### src/rtl/ahb_lite_xbar1n.sv
// Single-master, N-slave AHB-Lite interconnect. It decodes fixed-size address
// regions, muxes the data-phase response from the slave selected in the address
// phase, and includes a default slave that returns ERROR for unmapped addresses.
// A wait-state watchdog aborts a hung slave transfer with ERROR.
module ahb_lite_xbar1n #(
    parameter int unsigned       NUM_SLAVES  = 4,
    parameter int unsigned       ADDR_W      = 32,
    parameter int unsigned       DATA_W      = 32,
    parameter logic [ADDR_W-1:0] BASE_ADDR   = '0,
    parameter int unsigned       REGION_BITS = 12,
    parameter int unsigned       TIMEOUT     = 16
) (
    input  logic                         clk_i,
    input  logic                         rst_ni,
    input  logic [ADDR_W-1:0]            haddr_i,
    input  logic [1:0]                   htrans_i,
    input  logic                         hwrite_i,
    output logic [DATA_W-1:0]            hrdata_o,
    output logic                         hready_o,
    output logic                         hresp_o,
    output logic [NUM_SLAVES-1:0]        hsel_o,
    input  logic [NUM_SLAVES*DATA_W-1:0] s_hrdata_i,
    input  logic [NUM_SLAVES-1:0]        s_hreadyout_i,
    input  logic [NUM_SLAVES-1:0]        s_hresp_i,
    output logic                         timeout_irq_o
);

    localparam int unsigned IdxW = (NUM_SLAVES > 1) ? $clog2(NUM_SLAVES) : 1;

    typedef enum logic [1:0] {StIdle, StErr1, StErr2} state_e;

    state_e            state_q, state_d;
    logic [IdxW-1:0]   dsel_q;
    logic              dact_q, ddef_q;
    logic [7:0]        wcnt_q, wcnt_d;

    logic              borrow;
    logic [ADDR_W-1:0] off, idx;
    logic              mapped;
    logic              def_enter;
    logic              wdog_fire;
    logic [DATA_W-1:0] slv_rdata;
    logic              slv_ready, slv_resp;

    // hwrite goes straight to the slaves outside this block.
    logic unused_hwrite;
    assign unused_hwrite = hwrite_i;

    // Address decode: the borrow flags addresses below the base, so a wrapped
    // offset can never alias into a valid region index.
    always_comb begin
        {borrow, off} = {1'b0, haddr_i} - {1'b0, BASE_ADDR};
        idx           = off >> REGION_BITS;
        mapped        = ~borrow && (idx < ADDR_W'(NUM_SLAVES));
        hsel_o        = '0;
        for (int unsigned i = 0; i < NUM_SLAVES; i++) begin
            if (mapped && (idx == ADDR_W'(i))) begin
                hsel_o[i] = 1'b1;
            end
        end
    end

    // Data-phase select registers; they advance only when the bus completes a transfer.
    always_ff @(posedge clk_i or negedge rst_ni) begin
        if (!rst_ni) begin
            dsel_q <= '0;
            dact_q <= 1'b0;
            ddef_q <= 1'b0;
        end else if (hready_o) begin
            dsel_q <= idx[IdxW-1:0];
            dact_q <= htrans_i[1] & mapped;
            ddef_q <= htrans_i[1] & ~mapped;
        end
    end

    // Pick the response of the slave that owns the current data phase.
    always_comb begin
        slv_rdata = '0;
        slv_ready = 1'b1;
        slv_resp  = 1'b0;
        for (int unsigned i = 0; i < NUM_SLAVES; i++) begin
            if (dsel_q == IdxW'(i)) begin
                slv_rdata = s_hrdata_i[i*DATA_W +: DATA_W];
                slv_ready = s_hreadyout_i[i];
                slv_resp  = s_hresp_i[i];
            end
        end
    end

    // Response mux: the error FSM takes priority over the slave it replaces.
    always_comb begin
        hready_o = 1'b1;
        hresp_o  = 1'b0;
        hrdata_o = '0;
        if (state_q == StErr1) begin
            hready_o = 1'b0;
            hresp_o  = 1'b1;
        end else if (state_q == StErr2) begin
            hready_o = 1'b1;
            hresp_o  = 1'b1;
        end else if (dact_q) begin
            hready_o = slv_ready;
            hresp_o  = slv_resp;
            hrdata_o = slv_rdata;
        end
    end

    assign def_enter     = hready_o & htrans_i[1] & ~mapped;
    assign wdog_fire     = (state_q == StIdle) & dact_q & ~slv_ready &
                           (wcnt_q == 8'(TIMEOUT - 1));
    assign timeout_irq_o = wdog_fire;

    // Wait counter: counts consecutive stalled cycles of a mapped data phase.
    always_comb begin
        wcnt_d = wcnt_q;
        if (hready_o) begin
            wcnt_d = '0;
        end else if (dact_q && !slv_ready) begin
            wcnt_d = wcnt_q + 8'd1;
        end
    end

    // Default-slave / abort FSM next state. An unmapped NONSEQ accepted during
    // ERR2 starts a fresh ERROR response instead of returning to idle.
    always_comb begin
        state_d = state_q;
        case (state_q)
            StIdle:  if (def_enter || wdog_fire) state_d = StErr1;
            StErr1:  state_d = StErr2;
            StErr2:  state_d = def_enter ? StErr1 : StIdle;
            default: state_d = StIdle;
        endcase
    end

    // FSM and watchdog state registers.
    always_ff @(posedge clk_i or negedge rst_ni) begin
        if (!rst_ni) begin
            state_q <= StIdle;
            wcnt_q  <= '0;
        end else begin
            state_q <= state_d;
            wcnt_q  <= wcnt_d;
        end
    end

endmodule

### config.mk
export PLATFORM = sky130hd
export DESIGN_NAME = ahb_lite_xbar1n
export DESIGN_NICKNAME = d
export VERILOG_FILES = /design/src/rtl/ahb_lite_xbar1n.sv
export SDC_FILE = /design/constraint.sdc
export NUM_CORES = 1
export LEC_CHECK = 0
export CORE_UTILIZATION = 28
export CTS_CLUSTER_SIZE = 28
export DETAILED_ROUTE_END_ITERATION = 7
export GPL_ROUTABILITY_DRIVEN = 0
export HOLD_SLACK_MARGIN = 0.08
export PLACE_DENSITY = 0.83
export SKIP_LAST_GASP = 1
export SYNTH_ARGS = -nofsm -noshare
export SYNTH_HDL_FRONTEND = slang
export SYNTH_SLANG_ARGS = --single-unit
### constraint.sdc
create_clock -name clk_i -period 2.56 [get_ports clk_i]
set_clock_uncertainty 0.2 [all_clocks]
set_input_delay 0.512 -clock clk_i [delete_from_list [all_inputs] [get_ports clk_i]]
set_output_delay 0.512 -clock clk_i [all_outputs]
set_load 0.02 [all_outputs]
==> summary.txt <==
Clock tree
  – Clock sink total: 13
  – Clock Pin Slew Worst Setup and Hold Paths: 0.06 ns
  – CTS tree: done
  – Clock buffer depth: 2
  – CTS Hold Bufs: 0
  – CTS buffer count: 3
  – Clk root buf: clkbuf_8
  – Clock latency on the worst-skew pair: 0.25 ns
  – Htree depth: 1

GRT
  – Total track usage: 24.15%
  – Initial antenna violation count: 0
  – Largest net degree at the start of global routing: 35
  – First-pass GRT wire length: 12,160 um
  – Vias in the first global route: 2,546
  – Grt ovf: 0

Synthesis
  – Post-synth cell types: 32
  – Synth async-reset ratio: 100.0%
  – EDFF count, synth: 0
  – Synthesized area per cell: 10.94 um2
  – Register bit count reported by yosys: 13
  – Synthesized Nets: 340
  – Synthesized area: 1817 um2
  – Register area share after synthesis: 17.91%
  – Synthesis warning total: 0
  – Post-Syn Instances: 166
  – Post-synth top flop: dfrtp_1

Run status
  – Outcome: finished with violations
  – Failing checks: negative setup slack

Worst setup path
  – Worst reg-to-reg path cell count: 8
  – R2R Path End: dsel_q[0]
  – Crit path max fanout: 2
  – Critical Path RT: 1.85 ns
  – R2r setup slk: 0.20 ns
  – Crit Path Class: primary input to output pin
  – Critical Path AT: 1.90 ns
  – Standard cell with the maximum stage delay on the critical path: clkdlybuf4s50_1
  – CP Cell Sequence: clkdlybuf4s50_1 > mux2i_4 > a22o_1 > maj3_2 > inv_2 > buf_6
  – Crit path largest cell delay: 0.51 ns
  – Worst Setup End Kind: output pin
  – FF-to-FF Start: dsel_q[0]
  – Crit path launch type: primary input

Route
  – Routed via count: 2,516
  – Starting DRT DRC Count: 50
  – 1st-pass router iterations: 4
  – Drt total wl: 8794 um
  – Routed len/inst: 18.32 um
  – Antenna-violating nets left: 0
  – Vias/cell: 5.242
  – DR DRC count: 0

Floorplan
  – Initial Util: 29.80%
  – DIE AREA: 6815 um2
  – Core area: 6096 um2
  – FP Rows: 28
  – Io pins: 212
  – Die H: 82.55 um
  – Horiz. Die Dim: 82.55 um

Worst hold path
  – Worst Hold Path EP: wcnt_q[3]
  – Hold Path Stages: 1
  – HP Start: wcnt_q[3]
  – Min-Delay Path Class: register to register

STA
  – Period utilization: 101.9%
  – Slew Viols, Final: 0
  – # setup viols final: 6
  – Fin. Hold Viols: 0
  – Actual slew at the worst max-slew pin: 0.6593 ns
  – Max Freq: 383.3 MHz
  – Final min period: 2.609 ns
  – RSZ-0062 raised after global routing: true
  – Final worst slack: -0.04878 ns
  – Relative slew slack: 55.91%

Power and ir drop
  – Pwr/cell area: 617.1 nW/um2
  – Leakage: 1.916 nW
  – Maximum vdd drop: 0.001036 V
  – Total power: 2.619 mW

Place
  – Dpl ws: -0.8759 ns
  – I/O Buffers: 197
  – DP HPWL: 6783 um

Final layout
  – Antenna diodes: 0
  – Area grow syn2layout: 133.6%
  – Final net count: 580
  – # fillers: 463
  – Share of layout cells above drive strength 1: 37.04%

Job
  – Max-cap viol count: 0
[per-stage QoR]
| stage | instance area [um2] | TNS (ns) | hold WS [ns] | std cells | utilization (%) |
|---|---|---|---|---|---|
| CTS | 4222 | -0.06124 | 0.3596 | 476 | 69.25 |
| detailed placement | 4018 | -12.75 | 0.3464 | 444 | 65.91 |
| finish | 4244 | -0.1939 | 0.3589 | 480 | 69.62 |
| floorplan | 1817 | -0.4199 | 0.01641 | 166 | - |
| global placement | 4018 | -12.06 | 0.3361 | 444 | 65.91 |
| global route | 4244 | -0.6804 | 0.3950 | 480 | 69.62 |
[sequential cells by signal (all words and copies together) (netlist names)]
signal	count
wcnt_q	8
dsel_q	2
state_q	2
dact_q	1
[layout make-up]
type / count / area (um2) / share of cell area, %
Multi-Input combinational cell: 130 / 1490 / 35.11
Tap cell: 75 / 93.84 / 2.211
Clock buffer: 4 / 45.04 / 1.061
Timing Repair Buffer: 250 / 2258 / 53.21
Inverter: 8 / 30.03 / 0.7075
Sequential cell: 13 / 326.6 / 7.695
[synth_stat cells, drive strengths merged (4+ instances only)]
master	instances	area (um2)
o2bb2ai	6	52.55
nand3	4	20.02
dfrtp	13	325.3
clkbuf	10	37.54
nor3	5	30.03
buf	5	31.28
inv	8	30.03
mux4	33	743.2
mux2i	4	40.04
xnor2	6	52.55
and3	32	200.2
nor2	6	22.52
nor4	4	25.02
nand2	9	33.78
[cells in the final DEF, fill, tap and decap left out, drive strengths merged, types with 2 or more instances in the layout]
cell type	n
nor2	6
buf	92
dlygate4sd2	7
clkbuf	6
o22a	2
mux4	33
dfrtp	13
nand2	9
o21ai	2
xnor2	6
nor4	4
nand3	4
nor3	5
maj3	2
o2bb2ai	6
or4	2
clkdlybuf4s50	141
clkdlybuf4s15	7
a22o	2
or3	2
and3	32
and2	2
mux2i	4
inv	8
[power breakdown]
| part | total [mW] | switching (mW) | internal (mW) |
|---|---|---|---|
| clock | 0.192 | 0.0819 | 0.110 |
| combinational | 2.14 | 0.930 | 1.21 |
| sequential | 0.289 | 0.0458 | 0.243 |
| total | 2.62 | 1.06 | 1.56 |
[routing by layer]
layer	routed length, um	track usage (%)	vias up	share of wire, %
met5	0	0	-	0
li1	-	-	1150	-
met3	748	5.055	36	8.5
met4	425	13.79	0	4.8
met2	4770	46.36	143	54
met1	2850	23.75	1187	32
[repair_timing]
item | 4_1_cts | 5_1_grt
resized for setup | 185 | 32
pin swaps | 10 | 11
endpoints found under the setup margin | 39 | 22
buffers inserted | 28 | 4
[worst max-delay path by stage]
stage,start,end,slack (ns),cells after the start
after CTS,dsel_q[0],hready_o,-0.03,7
after floorplan,haddr_i[18],hsel_o[0],-0.10,3
after global placement,haddr_i[18],hsel_o[1],-0.85,5
after detailed placement,haddr_i[18],hsel_o[3],-0.88,5
after global routing,dsel_q[0],timeout_irq_o,-0.11,7
final,s_hreadyout_i[0],hready_o,-0.05,6
[critical path, delay by kind of cell]
family | cells | cell delay (ns)
compound gates | 1 | 0.27
fa+ha+maj | 1 | 0.35
buf+inv | 3 | 0.68
mux | 1 | 0.09
[cells by family after synthesis]
logic type	share of synthesized area, %
xor gates and xnor gates	3.375
buffers and inverters	5.441
DFF	17.91
and+or+nand+nor	21.14
AOI/OAI and AO/OA	6.336
muxes	43.94
adders and majority gates	1.859
(Power assumes the default switching activity.)
==> variant, RTL diff (config.mk and constraints unchanged) <==
The 3 states of `state_e` get a one-hot encoding in 3 bits.
--- a/src/rtl/ahb_lite_xbar1n.sv
+++ b/src/rtl/ahb_lite_xbar1n.sv
@@ -28,5 +28,5 @@
     localparam int unsigned IdxW = (NUM_SLAVES > 1) ? $clog2(NUM_SLAVES) : 1;
 
-    typedef enum logic [1:0] {StIdle, StErr1, StErr2} state_e;
+    typedef enum logic [2:0] {StIdle = 3'b001, StErr1 = 3'b010, StErr2 = 3'b100} state_e;
 
     state_e            state_q, state_d;
Check against the original RTL: same outputs for any inputs over 10 cycles, from zero or initial values and one cycle with rst_ni low; not proved beyond that.
==> variant against the unedited design <==
Non-clock buffer count fell by 2; synthesized area rose by 3.8%; the flow finishes with violations (DRC, setup timing); critical path depth fell by 1; die area rose by 3.7%; critical path type unchanged; sequential cell count rose by 1; setup slack got worse by 14 ps; design area rose by 2.8%; routed wire length rose by 2.3%.
Power is not compared: it rests on default switching activity, and its combinational part moved more than twofold at a synthesized area within 25%.
==> variant: results (changes against the unedited design) <==
[synthesis]
synthesis.area_per_instance_sq_um=11.0  ; +0.75%
number_of_nets_produced_by_synthesis=345  ; +1.5%
synth_adder_area_share=0.00664  ; -0.0120
ys_types=38  ; +19%
synth_top_cells_by_count=sky130_fd_sc_hd__mux4_2, sky130_fd_sc_hd__nor2b_1, sky130_fd_sc_hd__dfrtp_1, sky130_fd_sc_hd__clkbuf_1, sky130_fd_sc_hd__inv_1
synth_area_in_compound_gates=0.100  ; +0.0368
synth.area.mux_share=0.435  ; -0.00409
top_cell_type_s_share_of_synthesized_area=0.394  ; -0.0149
synth_top_cells_by_area=sky130_fd_sc_hd__mux4_2, sky130_fd_sc_hd__dfrtp_1, sky130_fd_sc_hd__nor2b_1, sky130_fd_sc_hd__mux2_4, sky130_fd_sc_hd__nor4_1
synth-xor-area-share=0.00464  ; -0.0291

[run_status]
violations=DRC, setup timing
outcome=complete, but fails checks

[finish]
final_net_count=585  ; +0.86%
multi_input_area_sq_um=1550  ; +4.2%
fillerInstances=490  ; +5.8%
seq_cells=14  ; +1
proportion_of_cell_area_occupied_by_multi_input_gates=0.356  ; +0.00477
inv_count=7  ; -1
layout-drive-gt1-share=0.378  ; +0.00768
antenna_cells=0  ; unchanged
layout.comb_gates.multi_input=137  ; +5.4%
ff_latch_area_sq_um=353  ; +8.0%
n_all_buffers=248  ; -0.80%
reg.largest.list=wcnt_q (8), state_q (3), dsel_q (2)

[detailed_routing]
vias_per_cell=5.17  ; -1.3%
drt_first_iter_violations=90  ; +80%
drc=30  ; +30
routed-wl-met2_mm=5.12  ; +7.3%
firstDrtPassIters=6  ; +2
wl_met3_um=570  ; -24%
wl_met1_mm=3.06  ; +7.3%
route.detailed.wl_per_inst_um=18.5  ; +0.82%
detail_route.wirelength_mm=9.00  ; +2.3%

[critical_path]
crit_slowest_cell=sky130_fd_sc_hd__or4_4
r2r_start=dsel_q[0]$_DFFE_PN0N_
path_delay_family=simple AND/OR/NAND/NOR gates
setup.reg_to_reg.worst_slack_ps=160  ; -40 ps
ff2ff_path_depth=7  ; -1
critical_path.max_fanout=5  ; +3
cp-endpoint=hsel_o[1]
crit-reg2reg-capture=wcnt_q[6]$_DFFE_PN0P_

[timing]
setup_total_negative_slack_ps=-240  ; -46.4 ps
setup_slack_ps=-62.8  ; -14.0 ps
worst-slew-pin-transition_ps=609  ; -50.3 ps
finalSetupViolCount=5  ; -1

[hold_path]
holdPathEnd=wcnt_q[0]$_DFFE_PN0P_
worst_min_delay_path_startpoint=wcnt_q[0]$_DFFE_PN0P_

[placed_design]
placed_cells_incl_taps=454  ; +2.3%
dp_worst_setup_slack_ps=-969  ; -93.2 ps
placedInstanceArea_sq_um=4090  ; +1.9%

[floorplan]
die_area_sq_um=7070  ; +3.7%

[global_routing]
pin_count_of_the_biggest_net_entering_global_routing=33  ; -5.7%
first_global_vias=2695  ; +5.9%
grt_pass1_wl_mm=13.4  ; +11%

-- variant: changes by cell type after synthesis, sizes merged, moves of 4 or more --
cell     before  now
xnor2         6    1
o2bb2ai       6    0
nor2b         1   33
and3         32    2
a21oi         0    6
mux2          1    5
-- variant: timing repair --
item / in CTS / in global routing
resized for setup: 168 / 42
buffers inserted: 24 / 5
endpoints found under the setup margin: 39 / 25
pin swaps: 10 / 7
cloned: 1 / 0
hold buffers: 0 / 0
-- variant: power groups by stage --
stage / Combinational (mW) / Sequential, mW / Clock, mW
final: 1.00 / 0.294 / 0.213
after global routing: 1.06 / 0.298 / 0.230
after CTS: 0.944 / 0.290 / 0.220
after detailed placement: 0.879 / 0.299 / 0
after global placement: 0.856 / 0.297 / 0
after floorplan: 0.480 / 0.278 / 0
-- variant: metal layers --
metal | GRT usage | up-vias
li1 | - | 1155
met1 | 0.250 | 1220
met2 | 0.491 | 124
met3 | 0.0415 | 21
met4 | 0.0925 | 0
met5 | 0 | -
